File: config.mk
export PLATFORM = sky130hd
export DESIGN_NAME = debounce_sync4
export DESIGN_NICKNAME = d
export VERILOG_FILES = /design/src/rtl/debounce_pkg.sv /design/src/rtl/debounce_bit.sv /design/src/rtl/debounce_sync4.sv
export SDC_FILE = /design/constraint.sdc
export NUM_CORES = 1
export LEC_CHECK = 0
export ABC_AREA = 1
export CAP_MARGIN = 40
export CORE_ASPECT_RATIO = 0.9
export CORE_UTILIZATION = 51
export CTS_BUF_LIST = sky130_fd_sc_hd__clkbuf_8
export DETAILED_ROUTE_END_ITERATION = 8
export PLACE_DENSITY_LB_ADDON = 0.12
export SYNTH_ARGS = -nofsm -noshare
export SYNTH_HDL_FRONTEND = slang
export SYNTH_SLANG_ARGS = --single-unit
File: constraint.sdc
create_clock -name clk -period 2.3 [get_ports clk]
set_input_delay 0.46 -clock clk [delete_from_list [all_inputs] [get_ports clk]]
set_output_delay 0.46 -clock clk [all_outputs]
set_load 0.01 [all_outputs]
File: src/rtl/debounce_pkg.sv
`default_nettype none
// ============================================================================
// Module      : debounce_pkg
// Description : Shared state type and default sizing for the debounce stage.
// Revision    : 1.0 - initial release
// ============================================================================
package debounce_pkg;

    typedef enum logic {
        ST_STABLE = 1'b0,
        ST_COUNT  = 1'b1
    } db_state_t;

    localparam int DB_WIDTH  = 4;
    localparam int DB_CYCLES = 8;

endpackage : debounce_pkg
`default_nettype wire

File: src/rtl/debounce_bit.sv
`default_nettype none
// ============================================================================
// Module      : debounce_bit
// Description : One channel: 2-flop synchroniser, mismatch counter, FSM and
//               registered rise/fall pulses.
// Revision    : 1.0 - initial release
// ============================================================================
module debounce_bit
    import debounce_pkg::*;
#(
    parameter int DEBOUNCE_CYCLES = DB_CYCLES,
    parameter int CNT_W           = $clog2(DEBOUNCE_CYCLES + 1)
) (
    input  logic clk,
    input  logic rst_n,
    input  logic en,
    input  logic raw_in,
    output logic d_out,
    output logic rise,
    output logic fall,
    output logic busy
);

    localparam logic [CNT_W-1:0] c_last   = CNT_W'(DEBOUNCE_CYCLES - 1);
    localparam bit               c_single = (DEBOUNCE_CYCLES == 1);

    logic             r_sync1;
    logic             r_sync2;
    db_state_t        r_state;
    logic [CNT_W-1:0] r_cnt;
    logic             r_d;
    logic             r_rise;
    logic             r_fall;

    db_state_t        w_state_nxt;
    logic [CNT_W-1:0] w_cnt_nxt;
    logic             w_d_nxt;
    logic             w_rise_nxt;
    logic             w_fall_nxt;
    logic             w_mismatch;

    assign w_mismatch = r_sync2 ^ r_d;

    // Synchroniser runs regardless of en so the sampled level is never stale.
    always_ff @(posedge clk or negedge rst_n) begin
        if (!rst_n) begin
            r_sync1 <= 1'b0;
            r_sync2 <= 1'b0;
        end else begin
            r_sync1 <= raw_in;
            r_sync2 <= r_sync1;
        end
    end

    always_ff @(posedge clk or negedge rst_n) begin
        if (!rst_n) begin
            r_state <= ST_STABLE;
            r_cnt   <= '0;
            r_d     <= 1'b0;
            r_rise  <= 1'b0;
            r_fall  <= 1'b0;
        end else begin
            r_state <= w_state_nxt;
            r_cnt   <= w_cnt_nxt;
            r_d     <= w_d_nxt;
            r_rise  <= w_rise_nxt;
            r_fall  <= w_fall_nxt;
        end
    end

    always_comb begin
        w_state_nxt = r_state;
        w_cnt_nxt   = r_cnt;
        w_d_nxt     = r_d;
        w_rise_nxt  = 1'b0;
        w_fall_nxt  = 1'b0;
        case (r_state)
            ST_STABLE: begin
                if (en && w_mismatch) begin
                    if (c_single) begin
                        w_d_nxt    = r_sync2;
                        w_rise_nxt = r_sync2;
                        w_fall_nxt = ~r_sync2;
                    end else begin
                        w_cnt_nxt   = CNT_W'(1);
                        w_state_nxt = ST_COUNT;
                    end
                end
            end
            ST_COUNT: begin
                // en low freezes everything, including bounce detection.
                if (en) begin
                    if (!w_mismatch) begin
                        w_cnt_nxt   = '0;
                        w_state_nxt = ST_STABLE;
                    end else if (r_cnt == c_last) begin
                        w_d_nxt     = r_sync2;
                        w_rise_nxt  = r_sync2;
                        w_fall_nxt  = ~r_sync2;
                        w_cnt_nxt   = '0;
                        w_state_nxt = ST_STABLE;
                    end else begin
                        w_cnt_nxt = r_cnt + 1'b1;
                    end
                end
            end
            default: begin
                w_cnt_nxt   = '0;
                w_state_nxt = ST_STABLE;
            end
        endcase
    end

    assign d_out = r_d;
    assign rise  = r_rise;
    assign fall  = r_fall;
    assign busy  = (r_state == ST_COUNT);

endmodule : debounce_bit
`default_nettype wire

File: src/rtl/debounce_sync4.sv
`default_nettype none
// ============================================================================
// Module      : debounce_sync4
// Description : WIDTH-channel synchronise-and-debounce stage feeding the
//               4-bit D register, with per-bit rise/fall pulses.
// Revision    : 1.0 - initial release
// ============================================================================
module debounce_sync4
    import debounce_pkg::*;
#(
    parameter int WIDTH           = DB_WIDTH,
    parameter int DEBOUNCE_CYCLES = DB_CYCLES
) (
    input  logic             clk,
    input  logic             rst_n,
    input  logic             en,
    input  logic [WIDTH-1:0] raw_in,
    output logic [WIDTH-1:0] d_out,
    output logic [WIDTH-1:0] rise,
    output logic [WIDTH-1:0] fall,
    output logic             stable
);

    localparam int CNT_W = $clog2(DEBOUNCE_CYCLES + 1);

    logic [WIDTH-1:0] w_busy;

    if (DEBOUNCE_CYCLES < 1) begin : g_bad_cycles
        $error("debounce_sync4: DEBOUNCE_CYCLES must be >= 1");
    end

    for (genvar gi = 0; gi < WIDTH; gi++) begin : g_ch
        debounce_bit #(
            .DEBOUNCE_CYCLES (DEBOUNCE_CYCLES),
            .CNT_W           (CNT_W)
        ) u_bit (
            .clk    (clk),
            .rst_n  (rst_n),
            .en     (en),
            .raw_in (raw_in[gi]),
            .d_out  (d_out[gi]),
            .rise   (rise[gi]),
            .fall   (fall[gi]),
            .busy   (w_busy[gi])
        );
    end

    assign stable = ~|w_busy;

endmodule : debounce_sync4
`default_nettype wire

==> results of run 1 <==
-- synth_stat cells (all sizes together) --
| library cell | n | area, um2 |
|---|---|---|
| o21ai | 9 | 45.04 |
| a21oi | 1 | 8.760 |
| xor2 | 1 | 8.760 |
| nand2 | 66 | 267.8 |
| clkinv | 2 | 12.51 |
| o22ai | 1 | 6.260 |
| ha | 4 | 50.05 |
| buf | 13 | 101.4 |
| nand4 | 7 | 43.79 |
| inv | 29 | 108.9 |
| nor3 | 3 | 15.01 |
| dfrtp | 40 | 1001 |
| nor4 | 1 | 6.260 |
| nor2 | 15 | 58.81 |
| nand3 | 36 | 195.2 |
-- layer usage --
| layer | vias to the layer above | wire length (um) | GRT usage | share of wire |
|---|---|---|---|---|
| met1 | 661 | 1518 | 0.2311 | 0.50 |
| met5 | - | 0 | 0 | 0 |
| met2 | 32 | 1342 | 0.2698 | 0.44 |
| met4 | 0 | 62 | 0.08207 | 0.020 |
| met3 | 7 | 141 | 0.04699 | 0.046 |
| li1 | 751 | - | - | - |
-- final cells by class --
| cell class | count | area, um2 | area share |
|---|---|---|---|
| Sequential cell | 40 | 1001 | 0.4569 |
| Multi-Input combinational cell | 144 | 705.7 | 0.3221 |
| Timing Repair Buffer | 21 | 200.2 | 0.09138 |
| Inverter | 31 | 121.4 | 0.05540 |
| Clock buffer | 5 | 68.82 | 0.03141 |
| Tap cell | 44 | 55.05 | 0.02513 |
| Clock inverter | 3 | 38.79 | 0.01770 |
-- per-stage QoR --
stage | total power [mW] | hold WS, ns | instances | instance area, um2
final | 1.922 | 0.2097 | 288 | 2191
after global routing | 2.051 | 0.2608 | 288 | 2191
after CTS | 1.946 | 0.2257 | 288 | 2191
after detailed placement | 1.386 | 0.3373 | 280 | 2083
after global placement | 1.374 | 0.3334 | 280 | 2083
after floorplan | 1.265 | 0.1644 | 228 | 1929
-- critical path: cells and delay by family, from the launching register on --
family | cells | cell delay [ns]
buffers and inverters | 1 | 0.59
and+or+nand+nor | 1 | 0.30
DFF | 1 | 0.41
-- cell families (layout without fill, tap and decap cells) --
group,after synthesis,count (layout),synth area share
flops,40,40,0.5188
fa+ha+maj,4,4,0.02594
xor+xnor,1,1,0.004540
compound gates,11,11,0.03113
simple gates,128,128,0.3041
buf+inv,44,60,0.1154
-- state kept, by name, summed over array words and instances (netlist names) --
name                flops
g_ch.u_bit.r_sync1      4
g_ch.u_bit.busy         4
g_ch.u_bit.rise         4
g_ch.u_bit.d_out        4
g_ch.u_bit.r_cnt       16
g_ch.u_bit.r_sync2      4
g_ch.u_bit.fall         4
-- power by group through the flow --
stage                     Combinational (mW)  Clock [mW]  Sequential [mW]
final                                  0.424       0.552            0.946
after global routing                   0.498       0.588            0.966
after CTS                              0.430       0.571            0.945
after detailed placement               0.427           0            0.959
after global placement                 0.421           0            0.953
after floorplan                        0.337           0            0.929
-- path summary, 6_finish.rpt --
| kind | from | endpoint | slack (ns) | cells after the start |
|---|---|---|---|---|
| hold / removal | rst_n | g_ch[2].u_bit.fall$_DFF_PN0_ | 0.21 | 2 |
| min in group clk | g_ch[3].u_bit.r_sync1$_DFF_PN0_ | g_ch[3].u_bit.r_sync2$_DFF_PN0_ | 0.35 | 0 |
| max in group asynchronous | rst_n | g_ch[0].u_bit.d_out$_DFFE_PN0P_ | 1.74 | 2 |
| setup reg to reg | g_ch[2].u_bit.r_cnt[0]$_DFFE_PN0P_ | g_ch[2].u_bit.r_cnt[0]$_DFFE_PN0P_ | 1.06 | 8 |
| hold reg to reg | g_ch[3].u_bit.r_sync1$_DFF_PN0_ | g_ch[3].u_bit.r_sync2$_DFF_PN0_ | 0.35 | 0 |
| setup / recovery | g_ch[2].u_bit.busy$_DFF_PN0_ | stable | 0.25 | 2 |
==> flow_summary.ini, run 1 <==
[timing]
setup_slack_ns = 0.2452
worst_slew_pin_slew_ns = 0.4868
rsz0062_at_grt = false
fin_crit_sh = 0.8934
fin_tns_setup_ns = 0
slew_violations = 0
clock_skew_ns = 0.009610
relSlewSlack = 0.6755
layout_min_cycle_time_ns = 2.055
setup_viol = 0
hold_viol = 0
max_freq_mhz = 486.7

[pwr]
clockPowerShare = 0.287
switchingPower_mw = 0.6157
p_int_mw = 1.307
combPwrFrac = 0.221
seqPwrFrac = 0.492
p_leak_nw = 1.131
p_per_area_nw_per_um2 = 877.5
swShare = 0.3203
irDropWorstVdd_mv = 0.7735

[cts]
cts_buffers = 5
htreeDepth = 2
cts_tree = built
postCtsHoldBufs = 0
clk_path_buf_depth = 2
ctsResizeCount = 0
root_buffer = clkbuf_8
insertion_delay_ns = 0.29
clk_pin_slew_ns = 0.08
cts_setup_buffers = 0
cts_num_sinks = 40

[route]
vias = 1451
wire_per_inst_um = 10.64
drt_wl_total_um = 3064
ant_nets = 0
post-route-drc-count = 0
first_pass_iters = 4
vias_per_cell = 5.038
drt_iter0_drc = 97

[die]
die_h_um = 60.35
dieArea_um2 = 4033
fp.coreArea_um2 = 3503
die_w_um = 66.84
start_util = 0.5507
num_rows = 20
io_pins = 20

[finish]
fin_util = 0.6254
fill_cells = 314
final_common_cell = nand2_1
drive_gt1_frac = 0.09016
diodes = 0
area_delta_synth_final_pct = 13.55
nNetsFinal = 254
layout_common_cells = 62 x nand2_1, 40 x dfrtp_1, 33 x nand3_1

[placed_design]
post-place-ws_ns = 0.4582
dpl.hpwl_um = 2143
finalWeightedCongestion = 0.8133
io_buffers = 19

[synth]
ys_seq_area_frac = 0.5188
synthCells = 228
synthesis.nets = 239
avgSynthCellArea_um2 = 8.462
synth_cell_types = 23
synth_seq_cells = 40
synth_area_um2 = 1929
ys_warn_count = 0

[global_routing]
antenna_found_initial = 0
grt_pass1_wl_um = 5154
grt_overflow = 0
grt_use_total = 0.1746
grt_pass1_vias = 1240
grt_max_degree = 41

[worst_setup_path]
critPathMaxFanout = 4
setup.worst_path.start_class = flip-flop
critical_path_class = flip-flop to primary output
critical_path.max_stage_delay_ns = 0.59
arrival_ns = 1.59
crit_path_top_delay_cell = clkdlybuf4s50_1
crit_chain = nor4_1, clkdlybuf4s50_1
endpoint_kind = primary output
crit_required_ns = 1.84

[job]
maxCapViolCount = 0

[hold_path]
hold_path.class = input pin to asynchronous set/reset pin

[run_status]
status = completed
No activity file was read; power rests on OpenSTA's default activity.
==> run 2: changes to the inputs <==
CTS_BUF_LIST = sky130_fd_sc_hd__clkbuf_4 sky130_fd_sc_hd__clkbuf_8 sky130_fd_sc_hd__clkbuf_16   (was sky130_fd_sc_hd__clkbuf_8)
==> run 2 against run 1 <==
Compared with the run above: hold slack worse by 0.016 ns; combinational power barely moved; worst setup slack gained 0.0080 ns; non-clock buffer count is the same; design area rose by 0.17%; sequential power is essentially flat; clock skew hardly changed; clock power is 3% higher.
==> flow_summary.ini, run 2 (same netlist as run 1, synthesis figures left out) <==
[run_status]
status = completed

[placed_design]
dpl.hpwl_um = 2143
io_buffers = 19
dp_cells = 280
post-place-ws_ns = 0.4582
placed_cell_area_um2 = 2083
finalWeightedCongestion = 0.8133

[cts]
root_buffer = clkbuf_8
postCtsHoldBufs = 0
ctsResizeCount = 0
insertion_delay_ns = 0.29
clk_path_buf_depth = 2
htreeDepth = 2
cts_num_sinks = 40
cts_buffers = 5
cts_setup_buffers = 0
cts_tree = built
clk_pin_slew_ns = 0.08

[global_routing]
grt_max_degree = 41
grt_pass1_vias = 1247
grt_use_total = 0.1758
grt_overflow = 0
grt_pass1_wl_um = 5195
antenna_found_initial = 0

[route]
vias = 1450
ant_nets = 0
first_pass_iters = 4
vias_per_cell = 5.035
drt_wl_total_um = 3051
post-route-drc-count = 0
drt_iter0_drc = 96
wire_per_inst_um = 10.59

[timing]
setup_viol = 0
max_freq_mhz = 488.6
setup_slack_ns = 0.2532
rsz0062_at_grt = false
hold_viol = 0
relSlewSlack = 0.6785
clock_skew_ns = 0.009249
worst_slew_pin_slew_ns = 0.4822
fin_crit_sh = 0.8899
slew_violations = 0
fin_tns_setup_ns = 0
hold_ws_ns = 0.1938
layout_min_cycle_time_ns = 2.047

[finish]
final_common_cell = nand2_1
top_register = g_ch.u_bit.r_cnt
fill_cells = 313
diodes = 0
final-instance-count-excl-fill = 288
drive_gt1_frac = 0.09426
multiInputGateArea_um2 = 705.7
nNetsFinal = 254
largest_register_ff_count = 16
area_delta_synth_final_pct = 13.75
seq_area_um2 = 1001
stdcell_area_um2 = 2195
layout_common_cells = 62 x nand2_1, 40 x dfrtp_1, 33 x nand3_1
fin_util = 0.6264

[worst_setup_path]
critical_path_class = flip-flop to primary output
endpoint_kind = primary output
arrival_ns = 1.59
endpoint = stable
crit_required_ns = 1.84
ff2ff_setup_slack_ns = 1.07
setup.worst_path.start_class = flip-flop
crit_start = g_ch[2].u_bit.busy$_DFF_PN0_
critPathMaxFanout = 4
reg2reg_depth = 8
rr_endpoint = g_ch[2].u_bit.r_cnt[0]$_DFFE_PN0P_
timing.rr.start = g_ch[2].u_bit.r_cnt[0]$_DFFE_PN0P_

[die]
io_pins = 20
fp.coreArea_um2 = 3503
die_h_um = 60.35
num_rows = 20
die_w_um = 66.84
start_util = 0.5507
dieArea_um2 = 4033

[pwr]
irDropWorstVdd_mv = 0.7738
p_leak_nw = 1.130
p_per_area_nw_per_um2 = 883.2
finalPower_mw = 1.938

[hold_path]
hold_path.class = input pin to asynchronous set/reset pin

[job]
maxCapViolCount = 0
==> run 2: cell count changes in the layout (fill, tap and decap cells not counted), sizes merged <==
cell and change:
clkbuf +1, inv -1
==> run 2: area by class of cell <==
class	count	area share
clock buffers	6	0.03478
clock inverters	2	0.01596
inverters	31	0.05530
multi-input cells	144	0.3216
flip-flops and latches	40	0.4561
well taps	44	0.02509
repair buffers	21	0.09122
==> run 2: where the power goes <==
| group | leakage [nW] | switching [mW] | internal [mW] | total [mW] |
|---|---|---|---|---|
| logic | 0.566 | 0.253 | 0.172 | 0.425 |
| clock network | 0.0586 | 0.234 | 0.334 | 0.568 |
| registers | 0.505 | 0.129 | 0.817 | 0.946 |
| total | 1.13 | 0.615 | 1.32 | 1.94 |
==> run 2: worst min path at each step <==
stage                                         start                              end  slack [ns]  cells after the start
floorplan                                     rst_n     g_ch[0].u_bit.busy$_DFF_PN0_        0.16                      0
global placement    g_ch[1].u_bit.r_sync1$_DFF_PN0_  g_ch[1].u_bit.r_sync2$_DFF_PN0_        0.33                      0
detailed placement  g_ch[3].u_bit.r_sync1$_DFF_PN0_  g_ch[3].u_bit.r_sync2$_DFF_PN0_        0.34                      0
CTS                                           rst_n     g_ch[2].u_bit.fall$_DFF_PN0_        0.23                      2
global route                                  rst_n     g_ch[2].u_bit.rise$_DFF_PN0_        0.26                      2
finish                                        rst_n     g_ch[2].u_bit.rise$_DFF_PN0_        0.19                      2
==> run 2: metal layers <==
| metal | wire length [um] | share of wire | GRT usage | up-vias |
|---|---|---|---|---|
| met2 | 1344 | 0.44 | 0.2698 | 27 |
| li1 | - | - | - | 755 |
| met1 | 1517 | 0.50 | 0.2347 | 661 |
| met4 | 62 | 0.020 | 0.08207 | 0 |
| met5 | 0 | 0 | 0 | - |
| met3 | 126 | 0.041 | 0.04699 | 7 |
==> run 2: worst max-delay path, stage by stage, from the launching register on <==
cell and delay, ns:
dfrtp_1 0.41, nor4_1 0.29, clkdlybuf4s50_1 0.59
